[config.mk]
export PLATFORM = sky130hd
export DESIGN_NAME = spi_cmd_ctrl_flat
export DESIGN_NICKNAME = d
export VERILOG_FILES = /design/src/rtl/spi_cmd_if.sv /design/src/rtl/spi_cmd_ctrl.sv /design/src/flat_wrapper.sv
export SDC_FILE = /design/constraint.sdc
export NUM_CORES = 1
export LEC_CHECK = 0
export CAP_MARGIN = 10
export CORE_ASPECT_RATIO = 2
export CORE_UTILIZATION = 25
export CTS_CLUSTER_SIZE = 16
export DETAILED_ROUTE_END_ITERATION = 6
export DONT_BUFFER_PORTS = 1
export HOLD_SLACK_MARGIN = 0.02
export PLACE_DENSITY = 0.45
export SLEW_MARGIN = 20
export SYNTH_ARGS = -nofsm -noshare
export SYNTH_HDL_FRONTEND = slang
export SYNTH_SLANG_ARGS = --single-unit
[constraint.sdc]
create_clock -name i_clk -period 3.3 [get_ports i_clk]
set_clock_uncertainty 0.2 [all_clocks]
set_input_delay 0.33 -clock i_clk [delete_from_list [all_inputs] [get_ports i_clk]]
set_output_delay 0.33 -clock i_clk [all_outputs]
set_load 0.01 [all_outputs]
[src/rtl/spi_cmd_if.sv]
//------------------------------------------------------------------------------
// Module      : spi_cmd_if
// Description : Byte-stream input and register/trigger output bundle of the
//               SPI command sequencer.
// Revision    : 1.0 - initial release
//------------------------------------------------------------------------------
`default_nettype none

interface spi_cmd_if #(
    parameter int DATA_BYTES = 2
);
    logic                    i_cs;
    logic                    i_spi_done;
    logic [7:0]              i_rx_byte;
    logic                    o_wr_en;
    logic [5:0]              o_wr_addr;
    logic [8*DATA_BYTES-1:0] o_wr_data;
    logic                    o_trig;
    logic                    o_err;
    logic [7:0]              o_err_cnt;
    logic                    o_busy;

    modport slave (
        input  i_cs, i_spi_done, i_rx_byte,
        output o_wr_en, o_wr_addr, o_wr_data, o_trig, o_err, o_err_cnt, o_busy
    );

    modport master (
        output i_cs, i_spi_done, i_rx_byte,
        input  o_wr_en, o_wr_addr, o_wr_data, o_trig, o_err, o_err_cnt, o_busy
    );
endinterface

`default_nettype wire

[src/rtl/spi_cmd_ctrl.sv]
//------------------------------------------------------------------------------
// Module      : spi_cmd_ctrl
// Description : Parses CS-framed SPI byte streams into register writes,
//               trigger strobes and counted protocol errors.
// Revision    : 1.0 - initial release
//------------------------------------------------------------------------------
`default_nettype none

module spi_cmd_ctrl #(
    parameter int DATA_BYTES = 2,
    parameter int MAX_ADDR   = 63
) (
    input  wire logic   i_clk,
    input  wire logic   i_rst_n,
    spi_cmd_if.slave    bus
);
    localparam int         WORD_W     = 8 * DATA_BYTES;
    localparam logic [1:0] ST_IDLE    = 2'd0;
    localparam logic [1:0] ST_HDR     = 2'd1;
    localparam logic [1:0] ST_DATA    = 2'd2;
    localparam logic [1:0] ST_DISCARD = 2'd3;
    localparam logic [1:0] CMD_WRITE  = 2'b01;
    localparam logic [1:0] CMD_TRIG   = 2'b10;
    localparam logic [1:0] CMD_RSVD   = 2'b11;
    localparam logic [1:0] LAST_BYTE  = 2'(DATA_BYTES - 1);
    localparam logic [6:0] MAX_A7     = 7'(MAX_ADDR);
    localparam logic [5:0] MAX_A      = 6'(MAX_ADDR);

    logic [1:0]        cs_sync_q;
    logic [1:0]        state_q, state_d;
    logic [5:0]        addr_q, addr_d;
    logic [1:0]        cnt_q, cnt_d;
    logic [WORD_W-1:0] acc_q, acc_d;
    logic              wr_en_q, wr_en_d;
    logic [5:0]        wr_addr_q, wr_addr_d;
    logic [WORD_W-1:0] wr_data_q, wr_data_d;
    logic              trig_q, trig_d;
    logic              err_q, err_d;
    logic [7:0]        err_cnt_q, err_cnt_d;
    logic              busy_q, busy_d;

    logic              w_cs_active;
    logic [1:0]        w_cmd;
    logic              w_addr_ok;
    logic              w_word_done;
    logic [WORD_W-1:0] w_acc_shift;

    assign w_cs_active = ~cs_sync_q[1];
    assign w_cmd       = bus.i_rx_byte[7:6];
    assign w_addr_ok   = ({1'b0, bus.i_rx_byte[5:0]} <= MAX_A7);
    assign w_word_done = (cnt_q == LAST_BYTE);
    assign w_acc_shift = (acc_q << 8) | WORD_W'(bus.i_rx_byte);

    // Sync flops idle high so a CS held low across reset is seen as a fresh frame.
    always_ff @(posedge i_clk or negedge i_rst_n) begin
        if (!i_rst_n) begin
            cs_sync_q <= 2'b11;
            state_q   <= ST_IDLE;
        end else begin
            cs_sync_q <= {cs_sync_q[0], bus.i_cs};
            state_q   <= state_d;
        end
    end

    always_comb begin
        state_d = state_q;
        case (state_q)
            ST_IDLE: begin
                if (w_cs_active) state_d = ST_HDR;
            end
            ST_HDR: begin
                if (bus.i_spi_done) begin
                    if (w_cmd == CMD_WRITE && w_addr_ok) state_d = ST_DATA;
                    else                                 state_d = ST_DISCARD;
                end
            end
            ST_DATA: begin
                if (bus.i_spi_done && w_word_done && addr_q == MAX_A) state_d = ST_DISCARD;
            end
            default: state_d = state_q;
        endcase
        // The byte in flight is handled above before CS release takes effect.
        if (!w_cs_active) state_d = ST_IDLE;
    end

    always_comb begin
        addr_d    = addr_q;
        cnt_d     = cnt_q;
        acc_d     = acc_q;
        wr_en_d   = 1'b0;
        wr_addr_d = wr_addr_q;
        wr_data_d = wr_data_q;
        trig_d    = 1'b0;
        err_d     = 1'b0;
        case (state_q)
            ST_HDR: begin
                if (bus.i_spi_done) begin
                    case (w_cmd)
                        CMD_WRITE: begin
                            if (w_addr_ok) begin
                                addr_d = bus.i_rx_byte[5:0];
                                cnt_d  = 2'd0;
                            end else begin
                                err_d = 1'b1;
                            end
                        end
                        CMD_TRIG: trig_d = 1'b1;
                        CMD_RSVD: err_d  = 1'b1;
                        default:  ;
                    endcase
                end
            end
            ST_DATA: begin
                if (bus.i_spi_done) begin
                    acc_d = w_acc_shift;
                    if (w_word_done) begin
                        wr_en_d   = 1'b1;
                        wr_addr_d = addr_q;
                        wr_data_d = w_acc_shift;
                        cnt_d     = 2'd0;
                        addr_d    = addr_q + 6'd1;
                    end else begin
                        cnt_d = cnt_q + 2'd1;
                    end
                end
                if (!w_cs_active && cnt_d != 2'd0) err_d = 1'b1;
            end
            default: ;
        endcase
        err_cnt_d = (err_d && err_cnt_q != 8'hFF) ? err_cnt_q + 8'd1 : err_cnt_q;
        busy_d    = (state_d != ST_IDLE);
    end

    always_ff @(posedge i_clk or negedge i_rst_n) begin
        if (!i_rst_n) begin
            addr_q    <= '0;
            cnt_q     <= '0;
            acc_q     <= '0;
            wr_en_q   <= 1'b0;
            wr_addr_q <= '0;
            wr_data_q <= '0;
            trig_q    <= 1'b0;
            err_q     <= 1'b0;
            err_cnt_q <= '0;
            busy_q    <= 1'b0;
        end else begin
            addr_q    <= addr_d;
            cnt_q     <= cnt_d;
            acc_q     <= acc_d;
            wr_en_q   <= wr_en_d;
            wr_addr_q <= wr_addr_d;
            wr_data_q <= wr_data_d;
            trig_q    <= trig_d;
            err_q     <= err_d;
            err_cnt_q <= err_cnt_d;
            busy_q    <= busy_d;
        end
    end

    assign bus.o_wr_en   = wr_en_q;
    assign bus.o_wr_addr = wr_addr_q;
    assign bus.o_wr_data = wr_data_q;
    assign bus.o_trig    = trig_q;
    assign bus.o_err     = err_q;
    assign bus.o_err_cnt = err_cnt_q;
    assign bus.o_busy    = busy_q;
endmodule

`default_nettype wire
[src/flat_wrapper.sv]
// flat-port wrapper written by rule: the top's interface ports become plain ports
module spi_cmd_ctrl_flat 
#(
    parameter int DATA_BYTES = 2,
    parameter int MAX_ADDR   = 63
)
  (i_clk, i_rst_n, bus_i_cs, bus_i_spi_done, bus_i_rx_byte, bus_o_wr_en, bus_o_wr_addr, bus_o_wr_data, bus_o_trig, bus_o_err, bus_o_err_cnt, bus_o_busy);
  spi_cmd_if #(.DATA_BYTES(DATA_BYTES)) bus_i ();
  input  wire logic i_clk;
  input  wire logic i_rst_n;
  input wire logic [$bits(bus_i.i_cs)-1:0] bus_i_cs;
  input wire logic [$bits(bus_i.i_spi_done)-1:0] bus_i_spi_done;
  input wire logic [$bits(bus_i.i_rx_byte)-1:0] bus_i_rx_byte;
  output wire logic [$bits(bus_i.o_wr_en)-1:0] bus_o_wr_en;
  output wire logic [$bits(bus_i.o_wr_addr)-1:0] bus_o_wr_addr;
  output wire logic [$bits(bus_i.o_wr_data)-1:0] bus_o_wr_data;
  output wire logic [$bits(bus_i.o_trig)-1:0] bus_o_trig;
  output wire logic [$bits(bus_i.o_err)-1:0] bus_o_err;
  output wire logic [$bits(bus_i.o_err_cnt)-1:0] bus_o_err_cnt;
  output wire logic [$bits(bus_i.o_busy)-1:0] bus_o_busy;
  assign bus_i.i_cs = bus_i_cs;
  assign bus_i.i_spi_done = bus_i_spi_done;
  assign bus_i.i_rx_byte = bus_i_rx_byte;
  assign bus_o_wr_en = bus_i.o_wr_en;
  assign bus_o_wr_addr = bus_i.o_wr_addr;
  assign bus_o_wr_data = bus_i.o_wr_data;
  assign bus_o_trig = bus_i.o_trig;
  assign bus_o_err = bus_i.o_err;
  assign bus_o_err_cnt = bus_i.o_err_cnt;
  assign bus_o_busy = bus_i.o_busy;
  spi_cmd_ctrl #(.DATA_BYTES(DATA_BYTES), .MAX_ADDR(MAX_ADDR)) u_core (.i_clk(i_clk), .i_rst_n(i_rst_n), .bus(bus_i));
endmodule
==> flow_metrics.env, run 1 <==
export IMPL_drive_gt1_share_pct=10.7
export IMPL_grt_pass1_wl_um=9320
export IMPL_synth_area_leaders="dfrtp_1 53%, nand2_1 10%, ha_1 3.6%"
export IMPL_antenna_left=0
export IMPL_cp_end_kind="register"
export IMPL_critical_path_required_ns=3.29
export IMPL_grt_pass1_vias=1795
export IMPL_grt_overflow=0
export IMPL_grtUsageTotal_pct=12.2
export IMPL_synthTopCellsByCount="68 x nand2_1, 52 x dfrtp_1, 10 x o21ai_0"
export IMPL_num_fill_cells=995
export IMPL_grt_start_max_net_pins=55
export IMPL_path_clk_slew_ns=0.07
export IMPL_worstSkewPairLatency_ns=0.30
export IMPL_die_h_um=141
export IMPL_r2r_slack_ns=0.61
export IMPL_hp_class="primary input to register"
export IMPL_area_delta_synth_final_pct=13.5
export IMPL_synth_xor_area_share_pct=1.80
export IMPL_synth_avg_cell_area_um2=10.4
export IMPL_critPathKind="register to register"
export IMPL_fin_crit_ns=2.69
export IMPL_synth_top_cell_area_share_pct=53.5
export IMPL_drc_errors=0
export IMPL_slew_headroom_pct=52.7
export IMPL_p_per_area_nw_per_um2=782
export IMPL_p_leak_nw=1.26
export IMPL_finalHoldViolCount=0
export IMPL_core_area_um2=9380
export IMPL_synth_compound_area_share_pct=10.2
export IMPL_start_util_pct=25.9
export IMPL_place_ws_ns=0.631
export IMPL_synth_fa_ha_area_share_pct=3.60
export IMPL_diodes=0
export IMPL_cts_tree="yes"
export IMPL_multi_input_area_um2=997
export IMPL_syn_inst=234
export IMPL_place_congestion=0.761
export IMPL_io_buffers=0
export IMPL_ys_warn_count=0
export IMPL_max_clock_freq_mhz=372
export IMPL_vdd_drop_max_mv=0.311
export IMPL_root_buffer="clkbuf_16"
export IMPL_yosys_area_top_type="dfrtp_1"
export IMPL_synthArstFlopShare_pct=100
export IMPL_yosys_cell_count_top_type="nand2_1"
export IMPL_synth_distinct_cells=49
export IMPL_crit_path_max_fanout=19
export IMPL_dpl_instance_area_um2=2530
export IMPL_io_pins=46
export IMPL_dp_hpwl_um=4130
export IMPL_wl_per_cell_um=16.7
export IMPL_synth_simple_area_share_pct=20.6
export IMPL_max_clock_path_buffers=2
export IMPL_muxShareOfSynthArea_pct=4.78
export IMPL_drt_initial_drc_count=144
export IMPL_yosysSeqAreaShare_pct=55.7
export IMPL_tightest_slew_ns=0.710
export IMPL_die_x_um=71.7
export IMPL_routed_wl_um=5790
export IMPL_maxCapViolCount=0
export IMPL_cts_made_buffers=5
export IMPL_timing_setup_tns_ns=0
export IMPL_critPathArrivalTime_ns=2.68
export IMPL_via_count=1693
export IMPL_num_nets_final=261
export IMPL_ff_latch_area_um2=1350
export IMPL_startpoint_type="register"
export IMPL_synth_top_family_by_area="simple AND/OR/NAND/NOR gates"
export IMPL_cts_sinks=54
export IMPL_synth_seq_cells=54
export IMPL_synthesis_nets=253
export IMPL_setup_viol=0
export IMPL_drt_pass1_iterations=4
export IMPL_rows=50
export IMPL_dieArea_um2=10200
export IMPL_final_area_um2=2760
export IMPL_grt_setup_unrepaired="no"
export IMPL_holdWs_ns=0.0390
export IMPL_antenna_found_initial=0
export IMPL_via_per_inst=4.89
export IMPL_slew_violations=0
export IMPL_synth_edff_count=0
export IMPL_cts_htree_levels=2
export IMPL_status="complete, no violations"
export IMPL_syn_area_um2=2430
export IMPL_period_share_pct=81.6
export IMPL_synthFlopType="dfrtp_1"
export IMPL_fin_ws_ns=0.609
power by group:
group / total (W) / internal (W) / switching, W / leakage (nW)
combinational: 0.000456 / 0.000213 / 0.000244 / 0.505
sequential: 0.00118 / 0.000900 / 0.000283 / 0.689
clock: 0.000520 / 0.000277 / 0.000243 / 0.0619
total: 0.00216 / 0.00139 / 0.000769 / 1.26
timing repair:
item                                   CTS  global route
endpoints found under the hold margin   64             0
hold buffers                             7             0
resized for setup                        0             0
setup buffers                            0             0
critical path, stage by stage (launching register included):
cell and delay, ns:
dfrtp_1 0.43, inv_1 0.15, ha_1 0.64, nand2_1 0.11
buf_4 0.21, o22ai_2 0.36, nand2_2 0.12, a221o_1 0.36
per-layer routing:
layer / routed length, um / track usage [%]
met5: 0 / 0
met1: 2150 / 12.0
met2: 3330 / 23.7
met3: 184 / 2.49
met4: 135 / 5.47
flip-flops by register name, summed over array words and instances, names as in the netlist:
name / count
u_core.state_q: 2
u_core.bus.o_wr_data: 16
u_core.bus.o_trig: 1
u_core.bus.o_err_cnt: 8
u_core.cnt_q: 2
u_core.bus.o_busy: 1
u_core.bus.o_wr_addr: 6
u_core.bus.o_wr_en: 1
u_core.acc_q: 8
u_core.addr_q: 6
u_core.cs_sync_q: 2
u_core.bus.o_err: 1
cells by family (layout without fill, tap and decap cells):
family                     count (synthesis)  count (layout)
xor gates and xnor gates                   5               5
AOI/OAI and AO/OA                         34              34
DFF                                       54              54
adders and majority gates                  7               7
buffers and inverters                     18              26
muxes                                     10              10
and+or+nand+nor                          106             106
path summary, 6_finish.rpt:
| path | from | to | cells after the start |
|---|---|---|---|
| max | u_core.state_q[0] | u_core.addr_q[2] | 7 |
| min | bus_i_rx_byte[3] | u_core.acc_q[3] | 2 |
| max reg2reg | u_core.state_q[0] | u_core.addr_q[2] | 7 |
| min reg2reg | u_core.cs_sync_q[0] | u_core.cs_sync_q[1] | 0 |
| max in group asynchronous | i_rst_n | u_core.cs_sync_q[1] | 2 |
| min in group asynchronous | i_rst_n | u_core.bus.o_wr_addr[1] | 2 |
final cells by class:
class	count	share of cell area, %
flip-flops and latches	54	49.0
multi-input cells	162	36.1
inverters	10	1.36
clock inverters	2	0.544
clock buffers	5	4.53
well taps	104	4.71
repair buffers	9	3.72
placed cells by master, fill, tap and decap left out, types with 2 or more instances in the layout:
| cell | netlist | routed |
|---|---|---|
| a21boi_1 | 2 | 2 |
| a21oi_1 | 2 | 2 |
| a221o_1 | 2 | 2 |
| a22o_1 | 2 | 2 |
| a31oi_1 | 5 | 5 |
| and4_1 | 3 | 3 |
| buf_4 | 1 | 2 |
| clkbuf_16 | 0 | 5 |
| clkinvlp_4 | 0 | 2 |
| dfrtp_1 | 52 | 52 |
| dfstp_2 | 2 | 2 |
| dlygate4sd3_1 | 0 | 6 |
| ha_1 | 7 | 7 |
| inv_1 | 9 | 9 |
| mux2_2 | 4 | 4 |
| mux2_4 | 2 | 2 |
| mux2i_1 | 3 | 3 |
| nand2_1 | 68 | 68 |
| nand2_2 | 2 | 2 |
| nand2b_1 | 4 | 4 |
| nand3_1 | 4 | 4 |
| nand4_1 | 7 | 7 |
| nor3_1 | 4 | 4 |
| nor4_1 | 3 | 3 |
| o21ai_0 | 10 | 10 |
| o22ai_1 | 2 | 2 |
| or3_1 | 2 | 2 |
| xnor2_1 | 5 | 5 |
stage by stage:
| stage | std cells | power, W | util [%] |
|---|---|---|---|
| floorplan | 234 | 0.00149 | - |
| global route | 346 | 0.00230 | 29.4 |
| finish | 346 | 0.00216 | 29.4 |
| global placement | 332 | 0.00163 | 27.0 |
| CTS | 346 | 0.00219 | 29.4 |
| detailed placement | 332 | 0.00164 | 27.0 |
Note: power is estimated with default switching activity, not from simulation.
==> run 2, diff against run 1 <==
PLACE_DENSITY = 0.47   (was 0.45)
clock period = 2.3 ns   (was 3.3 ns; I/O delays follow)
==> flow_metrics.env, run 2 (synthesis results as in run 1) <==
export IMPL_via_per_inst=4.85
export IMPL_max_clock_freq_mhz=475
export IMPL_p_per_area_nw_per_um2=1130
export IMPL_path_clk_slew_ns=0.07
export IMPL_r2r_slack_ns=0.19
export IMPL_holdPathStages=2
export IMPL_grt_pass1_vias=1743
export IMPL_final_common_cell="nand2_1"
export IMPL_io_pins=46
export IMPL_diodes=0
export IMPL_worstReg2RegEnd="u_core.bus.o_busy"
export IMPL_grt_start_max_net_pins=55
export IMPL_die_h_um=141
export IMPL_r2r_start="u_core.state_q[0]"
export IMPL_maxCapViolCount=0
export IMPL_rows=50
export IMPL_grt_overflow=0
export IMPL_wl_per_cell_um=15.6
export IMPL_setup_viol=0
export IMPL_antenna_found_initial=0
export IMPL_startpoint_type="register"
export IMPL_area_delta_synth_final_pct=18.2
export IMPL_crit_path_max_fanout=7
export IMPL_cts_made_buffers=5
export IMPL_io_buffers=0
export IMPL_fin_ws_ns=0.193
export IMPL_max_clock_path_buffers=2
export IMPL_hold_end="u_core.state_q[0]"
export IMPL_finalHoldViolCount=0
export IMPL_grt_pass1_wl_um=9160
export IMPL_r2r_cells=7
export IMPL_fin_crit_ns=2.11
export IMPL_num_fill_cells=971
export IMPL_most_common_layout_cells="68 x nand2_1, 52 x dfrtp_1, 11 x dlygate4sd3_1"
export IMPL_cts_htree_levels=2
export IMPL_tightest_slew_ns=0.415
export IMPL_core_area_um2=9380
export IMPL_dp_hpwl_um=4030
export IMPL_cp_end_kind="register"
export IMPL_critPathKind="register to register"
export IMPL_start_util_pct=25.9
export IMPL_period_share_pct=91.6
export IMPL_largest_reg_flops=16
export IMPL_status="complete, no violations"
export IMPL_drive_gt1_share_pct=12.3
export IMPL_timing_setup_tns_ns=0
export IMPL_cts_tree="yes"
export IMPL_die_x_um=71.7
export IMPL_place_congestion=0.748
export IMPL_critPathArrivalTime_ns=2.09
export IMPL_slew_headroom_pct=72.0
export IMPL_slew_violations=0
export IMPL_via_count=1730
export IMPL_antenna_left=0
export IMPL_drt_pass1_iterations=4
export IMPL_drt_initial_drc_count=109
export IMPL_dieArea_um2=10200
export IMPL_grt_setup_unrepaired="no"
export IMPL_grtUsageTotal_pct=12.1
export IMPL_vdd_drop_max_mv=0.433
export IMPL_place_ws_ns=0.154
export IMPL_cts_resized=0
export IMPL_cts_sinks=54
export IMPL_cts_setup_buffers=0
export IMPL_p_leak_nw=1.32
export IMPL_worstHoldStart="bus_i_spi_done"
export IMPL_num_nets_final=271
export IMPL_hp_class="primary input to register"
export IMPL_worstSkewPairLatency_ns=0.29
export IMPL_total_power_w=0.00324
export IMPL_root_buffer="clkbuf_16"
export IMPL_drc_errors=0
export IMPL_critical_path_required_ns=2.28
export IMPL_routed_wl_um=5580
-- run 2: through the flow --
| step | hold slack, ns | area, um^2 | util [%] | std cells |
|---|---|---|---|---|
| after CTS | 0.0201 | 2880 | 30.6 | 357 |
| after floorplan | -0.266 | 2430 | - | 234 |
| final | 0.0280 | 2880 | 30.6 | 357 |
| after global placement | -0.263 | 2570 | 27.4 | 337 |
| after global routing | 0.0393 | 2880 | 30.6 | 357 |
| after detailed placement | -0.263 | 2570 | 27.4 | 337 |
-- run 2: timing repair --
item	4_1_cts	5_1_grt
hold buffers	12	0
hold endpoints to repair	74	0
setup endpoints to repair	0	0
-- run 2: report_power, final --
| group | switching (W) | leakage, nW | internal (W) |
|---|---|---|---|
| Clock | 0.000346 | 0.0771 | 0.000515 |
| Combinational | 0.000360 | 0.555 | 0.000330 |
| Sequential | 0.000400 | 0.689 | 0.00129 |
| Total | 0.00111 | 1.32 | 0.00213 |
-- run 2: worst max-delay path, stage by stage, from the launching register on --
cell	delay [ns]
dfrtp_1	0.40
inv_1	0.10
ha_1	0.26
buf_4	0.18
a211oi_1	0.26
o41ai_1	0.16
o21a_1	0.21
or2_1	0.22
-- run 2: area by class of cell --
cell class / instances / area [um^2] / area share (%)
timing repair buffer: 19 / 190 / 6.61
clock buffer: 6 / 129 / 4.48
multi-input combinational: 162 / 997 / 34.7
clock inverter: 2 / 37.5 / 1.31
inverter: 10 / 37.5 / 1.31
sequential: 54 / 1350 / 47.1
tap: 104 / 130 / 4.53
-- run 2: how the worst max path moves through the flow --
stage / cells after the start / startpoint / to / slack (ns)
global route: 8 / u_core.state_q[0] / u_core.bus.o_wr_data[6] / 0.001
finish: 7 / u_core.state_q[0] / u_core.bus.o_busy / 0.19
global placement: 7 / u_core.state_q[0] / u_core.bus.o_busy / 0.17
CTS: 7 / u_core.state_q[0] / u_core.bus.o_busy / 0.15
detailed placement: 7 / u_core.state_q[0] / u_core.bus.o_busy / 0.15
floorplan: 7 / u_core.state_q[0] / u_core.bus.o_err_cnt[6] / 0.31
-- run 2: routing by layer --
metal	GRT usage [%]	wire length [um]	vias to the layer above
li1	-	-	841
met2	21.3	3090	42
met5	0	0	-
met1	13.0	2130	838
met3	3.27	214	9
met4	5.78	137	0
